$ cat config.mk
export PLATFORM = sky130hd
export DESIGN_NAME = qos_ctrl
export DESIGN_NICKNAME = d
export VERILOG_FILES = /design/src/rtl/wse_pkg.sv /design/src/rtl/qos_tick.sv /design/src/rtl/qos_ctrl.sv
export SDC_FILE = /design/constraint.sdc
export NUM_CORES = 1
export LEC_CHECK = 0
export ABC_AREA = 1
export BUFFER_PORTS_ARGS = -buffer_cell sky130_fd_sc_hd__buf_2
export CAP_MARGIN = 20
export CELL_PAD_IN_SITES_DETAIL_PLACEMENT = 0
export CELL_PAD_IN_SITES_GLOBAL_PLACEMENT = 1
export CORE_UTILIZATION = 48
export CTS_BUF_LIST = sky130_fd_sc_hd__clkbuf_16
export DETAILED_ROUTE_END_ITERATION = 10
export PLACE_DENSITY_LB_ADDON = 0.2
export REMOVE_ABC_BUFFERS = 1
export SLEW_MARGIN = 15
export SYNTH_ARGS = -nofsm -noshare
export SYNTH_HDL_FRONTEND = slang
export SYNTH_SLANG_ARGS = --single-unit
$ cat constraint.sdc
create_clock -name CLK -period 3.5 [get_ports CLK]
set_clock_uncertainty 0.05 [all_clocks]
set_input_delay 0.35 -clock CLK [delete_from_list [all_inputs] [get_ports CLK]]
set_output_delay 0.35 -clock CLK [all_outputs]
set_load 0.01 [all_outputs]
$ cat src/rtl/wse_pkg.sv
// Shared definitions for the I/O QoS hold controller.
//   CNT_W       : width of the hold count and prescaler registers
//   qos_state_e : controller state encoding
package wse_pkg;

   localparam int unsigned CNT_W = 8;

   typedef enum logic [1:0] {
      ST_IDLE,
      ST_ARM,
      ST_ACTIVE,
      ST_RELEASE
   } qos_state_e;

endpackage

$ cat src/rtl/qos_tick.sv
// Hold-tick prescaler: counts CLK cycles while enabled and pulses tick on the
// cycle it wraps from PRESCALE-1 back to 0.
//   CLK  : clock
//   nRES : asynchronous active-low reset
//   en   : count enable (controller is holding)
//   clr  : synchronous clear, restarts a full PRESCALE period
//   tick : high on the wrap cycle
module qos_tick
   import wse_pkg::*;
#(
   parameter int unsigned PRESCALE = 200
) (
   input  logic CLK,
   input  logic nRES,
   input  logic en,
   input  logic clr,
   output logic tick
);

   localparam logic [CNT_W-1:0] LAST = CNT_W'(PRESCALE - 1);

   logic [CNT_W-1:0] pre_q, pre_d;

   always_comb begin
      pre_d = pre_q;
      if (clr) begin
         pre_d = '0;
      end else if (en) begin
         pre_d = (pre_q == LAST) ? '0 : pre_q + CNT_W'(1);
      end
   end

   always_ff @(posedge CLK or negedge nRES) begin
      if (!nRES) begin
         pre_q <= '0;
      end else begin
         pre_q <= pre_d;
      end
   end

   assign tick = en & (pre_q == LAST);

endmodule

$ cat src/rtl/qos_ctrl.sv
// I/O QoS hold controller. A bus-cycle start that decodes to a slow I/O device
// or a sound-buffer write arms a hold; QoSEN is raised between bus cycles and
// kept for a number of prescaled ticks, then dropped between bus cycles.
//   CLK      : clock
//   nRES     : asynchronous active-low reset
//   BACT     : CPU bus cycle active (synchronous)
//   QoSCS    : access decodes to IACK/VIA/IWM/SCC/SCSI
//   SndQoSCS : access is a sound-buffer write
//   QoSEN    : registered, forces I/O bus path / disables posted writes
//   QoSBusy  : registered, controller not idle
module qos_ctrl
   import wse_pkg::*;
#(
   parameter int unsigned PRESCALE       = 200,
   parameter int unsigned HOLD_TICKS     = 20,
   parameter int unsigned SND_HOLD_TICKS = 255
) (
   input  logic CLK,
   input  logic nRES,
   input  logic BACT,
   input  logic QoSCS,
   input  logic SndQoSCS,
   output logic QoSEN,
   output logic QoSBusy
);

   localparam logic [CNT_W-1:0] HOLD_R = CNT_W'(HOLD_TICKS);
   localparam logic [CNT_W-1:0] SND_R  = CNT_W'(SND_HOLD_TICKS);
   localparam logic [CNT_W-1:0] BOTH_R = (SND_R > HOLD_R) ? SND_R : HOLD_R;

   qos_state_e       state_q, state_d;
   logic [CNT_W-1:0] count_q, count_d;
   logic             bactr_q;
   logic             qosen_q, qosen_d;
   logic             busy_q, busy_d;

   logic             trigger;
   logic             load;
   logic             tick;
   logic [CNT_W-1:0] reload;
   logic [CNT_W-1:0] load_val;

   assign trigger  = BACT & ~bactr_q & (QoSCS | SndQoSCS);
   assign reload   = SndQoSCS ? (QoSCS ? BOTH_R : SND_R) : HOLD_R;
   // A trigger may only extend a running hold, never shorten it.
   assign load_val = (count_q > reload) ? count_q : reload;

   qos_tick #(
      .PRESCALE(PRESCALE)
   ) u_tick (
      .CLK  (CLK),
      .nRES (nRES),
      .en   (state_q == ST_ACTIVE),
      .clr  (load),
      .tick (tick)
   );

   always_comb begin
      state_d = state_q;
      count_d = count_q;
      load    = 1'b0;
      unique case (state_q)
         ST_IDLE: begin
            if (trigger) begin
               state_d = ST_ARM;
               load    = 1'b1;
            end
         end
         ST_ARM: begin
            if (trigger) begin
               load = 1'b1;
            end else if (!BACT) begin
               state_d = ST_ACTIVE;
            end
         end
         ST_ACTIVE: begin
            // A reload on the tick cycle suppresses that tick's decrement.
            if (trigger) begin
               load = 1'b1;
            end else if (tick) begin
               if (count_q == CNT_W'(1)) begin
                  state_d = ST_RELEASE;
                  count_d = '0;
               end else if (count_q != '0) begin
                  count_d = count_q - CNT_W'(1);
               end
            end
         end
         ST_RELEASE: begin
            if (trigger) begin
               state_d = ST_ACTIVE;
               load    = 1'b1;
            end else if (!BACT) begin
               state_d = ST_IDLE;
            end
         end
         default: state_d = ST_IDLE;
      endcase
      if (load) begin
         count_d = load_val;
      end
      qosen_d = (state_d == ST_ACTIVE) || (state_d == ST_RELEASE);
      busy_d  = (state_d != ST_IDLE);
   end

   always_ff @(posedge CLK or negedge nRES) begin
      if (!nRES) begin
         state_q <= ST_IDLE;
         count_q <= '0;
         bactr_q <= 1'b0;
         qosen_q <= 1'b0;
         busy_q  <= 1'b0;
      end else begin
         state_q <= state_d;
         count_q <= count_d;
         bactr_q <= BACT;
         qosen_q <= qosen_d;
         busy_q  <= busy_d;
      end
   end

   assign QoSEN   = qosen_q;
   assign QoSBusy = busy_q;

endmodule
==> impl_results.md, run 1 <==
* Outcome: finished clean
* Warnings from Yosys at 0
* Worst-Skew Late Latency at 0.25 ns
* Register Area at 525.5 um2
* Crit Path Max Fanout at 9
* CP startpoint kind: flop
* RSZ-0062 raised after global routing: false
* Max Fclk at 0.5996 GHz
* Final instance area at 1624 um2
* Gr ovfl total at 0
* Synth Flop Type: dfrtp_1
* DP Area at 1544 um2
* Clock root cell: clkbuf_16
* Layout cell share with drive strength beyond 1 at 0.1683
* Routability cong. at 0.8516
* Vias post-DR at 1280
* Routed WL at about 3200 um
* Yosys top cell by area: dfrtp_1
* Avg WL per Cell at between 10 and 15 um
* Crit path required time at 3.64 ns
* Most frequent cell after synthesis: nand2_1
* R2r worst-path depth at 9
* Total CTS buffers at 3
* Worst-path clk slew at 0.06 ns
* Worst hold margin at between 0.01 and 0.015 ns
* Final count of hold timing violations at 0
* Cts repair resizes at 0
* First-pass GRT wire length at 5706 um
* Setup TNS at 0 ns
* Layout net count at 224
* Synth top area share at 0.3550
* Worst vdd ir at 344.4 uV
* Die Wd at 57.53 um
* IO buf count at 6
* Post-Syn Area per Cell at about 7.4 um2
* Worst rel slew slack at 0.6640
* DIE AREA at ~3300 um2
* H-tree Lvls at 1
* Number of global-route vias before repair at 1266
* Pre-CTS WS at 1.723 ns
* Post-synthesis cell area at about 1500 um2
* Period minus WS final at 1.668 ns
* Core Box Area at 2829 um2
* Top area cells in the synthesized netlist: dfrtp_1, nand2_1, ha_1, nand3_1, inv_1
* # Post-CTS Setup Buffers at 0
* Seq/Total Area, Yosys at 0.3550
* Clock sinks at 21
* Max Cap Violations at 0
* Post-synth cell types at 29
* Register bit total from synthesis at 21
* GRT Total Usage at 0.2283
* DRT Pass-1 Iters at 4
* DR iter-0 viols at 81
* Synth Instances at 199
* DP HPWL at about 2400 um
* CTS Hold Bufs at 0
* Initial Util at 0.5232
* Drt via density at 5.356
* Area of the multi-input gates at 840.8 um2
* Worst EP arrival at roughly 1.8 ns
* Count of final max-slew check failures at 0
* Post-route ant nets at 0
* CTS tree: yes
* Pwr dens at approximately 720 nW/um2
* Worst-margin pin slew at 0.5040 ns
* Post-synth ARST share at 1.000
* I/O pin count at 7
* Clk buf depth at 2
* Largest net degree at the start of global routing at 22
* Placement Rows at 19
* DIE HEIGHT at ~58 um
* Remaining DRCs at 0
* EDFF count, synth at 0
* Period utilization at 0.4765
* ANT cells at 0
* Setup violations, final at 0
* Pleak at between 0.0008 and 0.0009 uW
* Antenna violations before repair at 0
* Synth-to-layout area growth at 9.721%
* Worst Setup Path Type: reg -> reg
* PnR Total Power at 1169 uW
* Post-synth top cells: nand2_1, nand3_1, dfrtp_1, inv_1, nor2_1
* Min-delay worst type: in -> async
* Final worst setup slack at 1.832 ns
* Layout fillers at approximately 260
* Worst setup EP type: flop
==> through the flow <==
| step | util | instances |
|---|---|---|
| floorplan | - | 198 |
| CTS | 0.5741 | 239 |
| finish | 0.5741 | 239 |
| detailed placement | 0.5458 | 235 |
| global route | 0.5741 | 239 |
| global placement | 0.5458 | 235 |
==> critical path: stages (launching register included) <==
cell     delay [ns]
dfrtp_1        0.42
inv_1          0.20
ha_1           0.27
nand2_1        0.07
nor2_1         0.05
a21oi_2        0.19
nand2_4        0.12
nand2_4        0.11
nand2_1        0.06
nand2_1        0.06
==> registers in the layout, summed over array words and instances, names as in the netlist <==
signal	cells
count_q	8
u_tick.pre_q	8
state_q	2
QoSBusy	1
QoSEN	1
bactr_q	1
==> cell usage in the layout (no fill, tap or decap), drive strengths merged <==
master,synthesis,final
a21oi,9,9
buf,1,6
inv,29,29
clkbuf,0,3
nand3b,1,1
dfrtp,21,21
xnor2,2,2
o22ai,1,1
nor2,17,17
nand3,25,25
ha,10,10
a31oi,1,1
o211ai,1,1
clkinv,0,1
nand2,63,63
nor3,2,2
xor2,2,2
o21ai,7,7
nand4,6,6
o21bai,1,1
==> layout make-up <==
cell class | count | area share
sequential | 21 | 0.3236
timing repair buffer | 6 | 0.01849
clock inverter | 1 | 0.003082
inverter | 29 | 0.06703
tap | 31 | 0.02388
clock buffer | 3 | 0.04622
multi-input combinational | 148 | 0.5177
==> final timing paths <==
check                                 from               to  slack, ns
max reg2reg                     count_q[0]       count_q[6]       1.83
min reg2reg                u_tick.pre_q[0]  u_tick.pre_q[0]       0.46
min in group CLK                      BACT          bactr_q       0.26
max                             count_q[0]       count_q[6]       1.83
min                                   nRES  u_tick.pre_q[4]       0.01
max in group asynchronous             nRES       count_q[2]       3.04
==> metal layers <==
layer | GRT usage | share of wire
met5 | 0 | 0
met4 | 0.05575 | 0.0098
met3 | 0.03628 | 0.033
met2 | 0.3538 | 0.45
met1 | 0.3333 | 0.50
==> cell families after synthesis <==
| kind of cell | count (synthesis) | share of synthesized area |
|---|---|---|
| AND/OR/NAND/NOR | 114 | 0.3770 |
| buffers and inverters | 30 | 0.07692 |
| flip-flops | 21 | 0.3550 |
| AO/OA/AOI/OAI | 20 | 0.08285 |
| adder cells (fa/ha/maj) | 10 | 0.08453 |
| XOR/XNOR | 4 | 0.02367 |
==> report_power, final <==
part	internal (uW)	total, uW	switching [uW]
sequential	320	418	98.4
combinational	193	512	318
clock	153	239	85.7
total	667	1170	502
No activity file was read; power rests on OpenSTA's default activity.
==> run 2, diff against run 1 <==
CORE_UTILIZATION = 45   (was 48)
clock period = 1.7 ns   (was 3.5 ns; I/O delays follow)
==> run 2 against run 1 <==
Effect of this change: wire length up 3.5%; flip-flop and latch count unchanged; global-route usage down 2.5 points; non-clock buffer count up 12; count of clock-buffer cells in the layout unchanged; critical endpoint is now u_tick.pre_q[0].
==> impl_results.md, run 2 (same netlist as run 1, synthesis figures left out) <==
* Pleak at 0.0009055 uW (was 0.0008430 uW)
* Routability cong. at 0.9024 (was 0.8516)
* Antenna violations before repair at 0 (unchanged)
* Worst hold margin at 0.07378 ns (was 0.01165 ns)
* Setup violations, final at 0 (unchanged)
* CP Cell Sequence: ha_1 -> nand2_1 -> inv_2 -> nand2_1 -> nor2_4 -> buf_4 -> nor3_2 -> inv_1 -> o21ai_1 (was inv_1 -> ha_1 -> nand2_1 -> nor2_1 -> a21oi_2 -> nand2_4 -> nand2_4 -> nand2_1 -> nand2_1)
* Max Fclk at 0.6298 GHz (was 0.5996 GHz)
* Total CTS buffers at 3 (unchanged)
* Routed WL at 3285 um (was 3175 um)
* Layout cell share with drive strength beyond 1 at 0.2398 (was 0.1683)
* Worst-path clk slew at 0.06 ns (about the same)
* ANT cells at 0 (unchanged)
* Clock root cell: clkbuf_16 (unchanged)
* Core Box Area at 3078 um2 (was 2829 um2)
* I/O pin count at 7 (unchanged)
* CTS tree: yes (unchanged)
* FF-to-FF End: u_tick.pre_q[0] (was count_q[6])
* Number of global-route vias before repair at 1196 (was 1266)
* First-pass GRT wire length at 5395 um (was 5706 um)
* Crit Path Max Fanout at 3 (was 9)
* CP max-delay cell: dfrtp_1 (unchanged)
* P_int at 1490 uW (was 666.8 uW)
* Clk buf depth at 2 (unchanged)
* DRT Pass-1 Iters at 4 (unchanged)
* Outcome: finished clean (unchanged)
* Max Cap Violations at 0 (unchanged)
* Largest net degree at the start of global routing at 22 (unchanged)
* Commonest non-fill, non-tap cells in the layout: nand2_1, nand3_1, dfrtp_1, inv_1, buf_4 (was nand2_1, nand3_1, dfrtp_1, inv_1, nor2_1)
* Pwr dens at 1476 nW/um2 (was 719.9 nW/um2)
* Worst-margin pin slew at 0.4961 ns (was 0.5040 ns)
* CP startpoint kind: flop (unchanged)
* Sw power at 1091 uW (was 502.4 uW)
* Period utilization at 0.9340 (was 0.4765)
* Count of final max-slew check failures at 0 (unchanged)
* H-tree Lvls at 1 (unchanged)
* IO buf count at 6 (unchanged)
* Clock sinks at 21 (unchanged)
* Avg WL per Cell at 12.40 um (was 13.28 um)
* Crit path required time at 1.82 ns (was 3.64 ns)
* Min-delay worst type: in -> reg (was in -> async)
* RR Startpoint: u_tick.pre_q[0] (was count_q[0])
* Worst vdd ir at 854.9 uV (was 344.4 uV)
* GRT Total Usage at 0.2031 (was 0.2283)
* Initial Util at 0.4809 (was 0.5232)
* Die Wd at 59.35 um (was 57.53 um)
* DP HPWL at 2456 um (was 2432 um)
* Combinational share of power at 0.487 (was 0.438)
* R2r worst-path depth at 9 (unchanged)
* Layout net count at 237 (was 224)
* Post-route ant nets at 0 (unchanged)
* Placement Rows at 20 (was 19)
* Sw frac at 0.4227 (was 0.4297)
* Worst-Skew Late Latency at 0.25 ns (about the same)
* Slowest cell delay on critical path at 0.40 ns (was 0.42 ns)
* Hold depth at 1
* Remaining DRCs at 0 (unchanged)
* Clock power share at 0.187 (was 0.204)
* Worst rel slew slack at 0.6693 (was 0.6640)
* Worst setup EP type: flop (unchanged)
* Layout fillers at 304 (was 258)
* Gr ovfl total at 0 (unchanged)
* Worst EP arrival at 1.71 ns (was 1.80 ns)
* DIE AREA at 3522 um2 (was 3310 um2)
* Commonest non-fill, non-tap cell in the layout: nand2_1 (unchanged)
* HP Start: BACT
* DR iter-0 viols at 71 (was 81)
* Worst Setup Path Type: reg -> reg (unchanged)
* Period minus WS final at 1.588 ns (was 1.668 ns)
* Top Registers: count_q: 8 flops, u_tick.pre_q: 8 flops, state_q: 2 flops (unchanged)
* R2R setup slack at 0.11 ns (was 1.83 ns)
* Setup TNS at 0 ns (unchanged)
* Drt via density at 5.132 (was 5.356)
* Final count of hold timing violations at 0 (unchanged)
* DIE HEIGHT at 59.35 um (was 57.53 um)
* Synth-to-layout area growth at 18.17% (was 9.721%)
* Share of power burned in registers at 0.327 (was 0.358)
* Most used cell along the critical path: nand2_1 (unchanged)
* Worst hold path endpoint: bactr_q
* Vias post-DR at 1360 (was 1280)
[run 2: cell types whose count changed in the layout (fill, tap and decap cells not counted)]
cell / previous run / this run
inv_2: 8 / 10
nor2_2: 2 / 5
inv_1: 21 / 20
dlygate4sd3_1: 0 / 1
ha_1: 10 / 9
nor2_1: 13 / 10
clkinv_2: 1 / 0
dfrtp_2: 0 / 1
buf_4: 0 / 11
ha_2: 0 / 1
dfrtp_1: 21 / 20
nand2_2: 5 / 6
[run 2: worst max-delay path by stage]
stage / from / endpoint
floorplan: count_q[7] / count_q[7]
global placement: SndQoSCS / count_q[7]
finish: u_tick.pre_q[0] / u_tick.pre_q[0]
global route: count_q[5] / count_q[4]
CTS: count_q[0] / count_q[7]
detailed placement: count_q[0] / count_q[7]
[run 2: through the flow]
| stage | cell area (um2) | util | instances | power [uW] | setup WS [ns] |
|---|---|---|---|---|---|
| after floorplan | 1475 | - | 198 | 1640 | 0.2426 |
| after global placement | 1583 | 0.5142 | 251 | 1953 | 0.1208 |
| after detailed placement | 1583 | 0.5142 | 251 | 1971 | 0.1001 |
| after CTS | 1672 | 0.5431 | 256 | 2465 | 0.08518 |
| after global routing | 1749 | 0.5683 | 265 | 2807 | -0.01654 |
| final | 1749 | 0.5683 | 265 | 2581 | 0.1122 |
[run 2: cell type report]
class / count / area [um2] / area share
clock buffers: 3 / 75.07 / 0.04292
well taps: 44 / 55.05 / 0.03147
clock inverters: 1 / 3.754 / 0.002146
inverters: 29 / 108.9 / 0.06223
multi-input cells: 149 / 857.1 / 0.4900
flip-flops and latches: 21 / 526.8 / 0.3011
repair buffers: 18 / 122.6 / 0.07010
[run 2: critical path: cells and delay by family (launching register included)]
family,cells,cell delay (ns)
buf+inv,3,0.28
flops,1,0.40
fa+ha+maj,1,0.21
compound gates,1,0.13
simple gates,4,0.44
[run 2: routing by layer]
metal  vias to the layer above  wire length (um)  GRT usage  part of all wire
met4                         0                21    0.03401            0.0064
met2                        28              1479     0.3210              0.45
met5                         -                 0          0                 0
met1                       639              1640     0.2997              0.50
met3                         4               144    0.02620             0.044
li1                        689                 -          -                 -
[run 2: repair_timing]
item / in CTS / in global routing
setup endpoints to repair: 0 / 8
hold buffers: 1 / 0
resized for setup: 0 / 7
endpoints found under the hold margin: 21 / 0
buffers inserted: 0 / 8
[run 2: power groups by stage]
stage	clock (uW)	combinational, uW	sequential [uW]
after floorplan	0	827	813
final	482	1260	843
after global placement	0	1100	848
after global routing	510	1430	866
after CTS	490	1130	839
after detailed placement	0	1120	847
==> run 3, diff against run 2 <==
CORE_UTILIZATION = 41   (was 45)
==> run 3 against run 2 <==
Effect of this change: final cell count decreased by 1.5%; design area fell by 0.14%; total power decreased by 1.0%; sequential share of layout area about the same; non-clock buffer count fell by 6; combinational power fell by 3%; die area up 9.4%; global-route usage is 1.4 points lower; count of clock-buffer cells in the layout did not move; fmax up 0.42%; critical path depth fell by 1; largest power group unchanged.
==> impl_results.md, run 3 (same netlist as run 1, synthesis figures left out) <==
* Outcome: finished clean (unchanged)
* Worst vdd ir at 655.4 uV (was 854.9 uV)
* Largest net degree at the start of global routing at 22 (unchanged)
* Worst-Skew Late Latency at 0.25 ns (about the same)
* CP startpoint kind: flop (unchanged)
* Avg WL per Cell at 12.43 um (was 12.40 um)
* DR iter-0 viols at 62 (was 71)
* Pre-CTS WS at 0.04244 ns (was 0.1001 ns)
* Min-delay worst type: in -> reg (unchanged)
* Pleak at 0.0008722 uW (was 0.0009055 uW)
* Routability cong. at 0.8887 (was 0.9024)
* Worst setup EP type: flop (unchanged)
* Total CTS buffers at 3 (unchanged)
* Final worst setup slack at 0.1188 ns (was 0.1122 ns)
* Core Box Area at 3390 um2 (was 3078 um2)
* Post-route ant nets at 0 (unchanged)
* Count of final max-slew check failures at 0 (unchanged)
* Clock sinks at 21 (unchanged)
* Worst Setup Path Type: reg -> reg (unchanged)
* Max Cap Violations at 0 (unchanged)
* PnR Total Power at 2555 uW (was 2581 uW)
* Final count of hold timing violations at 0 (unchanged)
* GRT Total Usage at 0.1888 (was 0.2031)
* Gr ovfl total at 0 (unchanged)
* Period utilization at 0.9301 (was 0.9340)
* Crit path launch: count_q[0] (was u_tick.pre_q[0])
* GR Layer Usage met3 at 0.03934 (was 0.02620)
* R2R setup slack at 0.12 ns (was 0.11 ns)
* Remaining DRCs at 0 (unchanged)
* Pwr dens at 1463 nW/um2 (was 1476 nW/um2)
* Worst-margin pin slew at 0.4729 ns (was 0.4961 ns)
* Crit Path Max Fanout at 9 (was 3)
* Setup TNS at 0 ns (unchanged)
* Worst rel slew slack at 0.6847 (was 0.6693)
* Max Fclk at 0.6324 GHz (was 0.6298 GHz)
* Layout fillers at 329 (was 304)
* DIE HEIGHT at 62.09 um (was 59.35 um)
* DRT Pass-1 Iters at 4 (unchanged)
* Commonest non-fill, non-tap cells in the layout: nand2_1, nand3_1, dfrtp_1 (was nand2_1, nand3_1, dfrtp_1, inv_1, buf_4)
* Period minus WS final at 1.581 ns (was 1.588 ns)
* Clock root cell: clkbuf_16 (unchanged)
* Grt met1 use at 0.2648 (was 0.2997)
* DIE AREA at 3855 um2 (was 3522 um2)
* Clk buf depth at 2 (unchanged)
* ANT cells at 0 (unchanged)
* I/O pin count at 7 (unchanged)
* Antenna violations before repair at 0 (unchanged)
* RSZ-0062 raised after global routing: false
* First-pass GRT wire length at 5285 um (was 5395 um)
* Die Wd at 62.09 um (was 59.35 um)
* Drt via density at 5.046 (was 5.132)
* Top Usage Layer GRT: met2 (unchanged)
* Initial Util at 0.4367 (was 0.4809)
* Met2 usage at 0.3100 (was 0.3210)
* RR Startpoint: count_q[0] (was u_tick.pre_q[0])
* HP Start: BACT (unchanged)
* DP HPWL at 2510 um (was 2456 um)
* Worst EP arrival at 1.67 ns (was 1.71 ns)
* Commonest non-fill, non-tap cell in the layout: nand2_1 (unchanged)
* Vias post-DR at 1317 (was 1360)
* Placement Rows at 21 (was 20)
* Number of global-route vias before repair at 1187 (was 1196)
* IO buf count at 6 (unchanged)
* CTS tree: yes (unchanged)
* Top Registers: count_q: 8 flops, u_tick.pre_q: 8 flops, state_q: 2 flops (unchanged)
* Routed WL at 3243 um (was 3285 um)
* H-tree Lvls at 1 (unchanged)
* Crit path required time at 1.79 ns (was 1.82 ns)
* Layout cell share with drive strength beyond 1 at 0.2186 (was 0.2398)
* Synth-to-layout area growth at 18.01% (was 18.17%)
* Setup violations, final at 0 (unchanged)
* Layout net count at 231 (was 237)
* Worst-path clk slew at 0.06 ns (about the same)
[run 3: timing repair]
item,in CTS,in global routing
setup endpoints to repair,0,8
endpoints found under the hold margin,21,0
setup buffers,0,1
hold buffers,1,0
resized for setup,0,8
[run 3: power breakdown]
group / switching [uW] / internal (uW) / total, uW
sequential: 172 / 659 / 832
combinational: 739 / 485 / 1220
clock: 182 / 318 / 500
[run 3: cell type report]
type / count / area (um2) / area share
clock inverter: 1 / 7.507 / 0.004298
multi-input combinational: 149 / 894.6 / 0.5122
clock buffer: 3 / 75.07 / 0.04298
tap: 46 / 57.56 / 0.03295
inverter: 29 / 108.9 / 0.06232
timing repair buffer: 12 / 77.57 / 0.04441
sequential: 21 / 525.5 / 0.3009
[run 3: final timing paths]
kind | endpoint | cells after the start
max reg2reg | count_q[3] | 8
min reg2reg | u_tick.pre_q[0] | 1
min | bactr_q | 1
min in group asynchronous | u_tick.pre_q[6] | 2
max | count_q[3] | 8
max in group asynchronous | u_tick.pre_q[0] | 2
[run 3: through the flow]
step	cell area [um2]	cells	util	hold WS, ns
finish	1747	261	0.5153	0.07179
global route	1747	261	0.5153	0.06289
CTS	1685	259	0.4972	0.06927
detailed placement	1593	254	0.4699	0.1097
global placement	1593	254	0.4699	0.1054
floorplan	1475	198	-	-0.1756
[run 3: per-layer routing]
metal | wire (um) | share of wire
met4 | 0 | 0
met1 | 1636 | 0.50
met5 | 0 | 0
met3 | 49 | 0.015
met2 | 1557 | 0.48
[run 3: worst max-delay path, stage by stage (launching register included)]
cell,delay [ns]
dfrtp_1,0.43
buf_4,0.15
ha_1,0.21
nor2_1,0.10
nand4_1,0.13
nand3_2,0.11
nand2_4,0.10
nand3_1,0.12
nand2_1,0.06
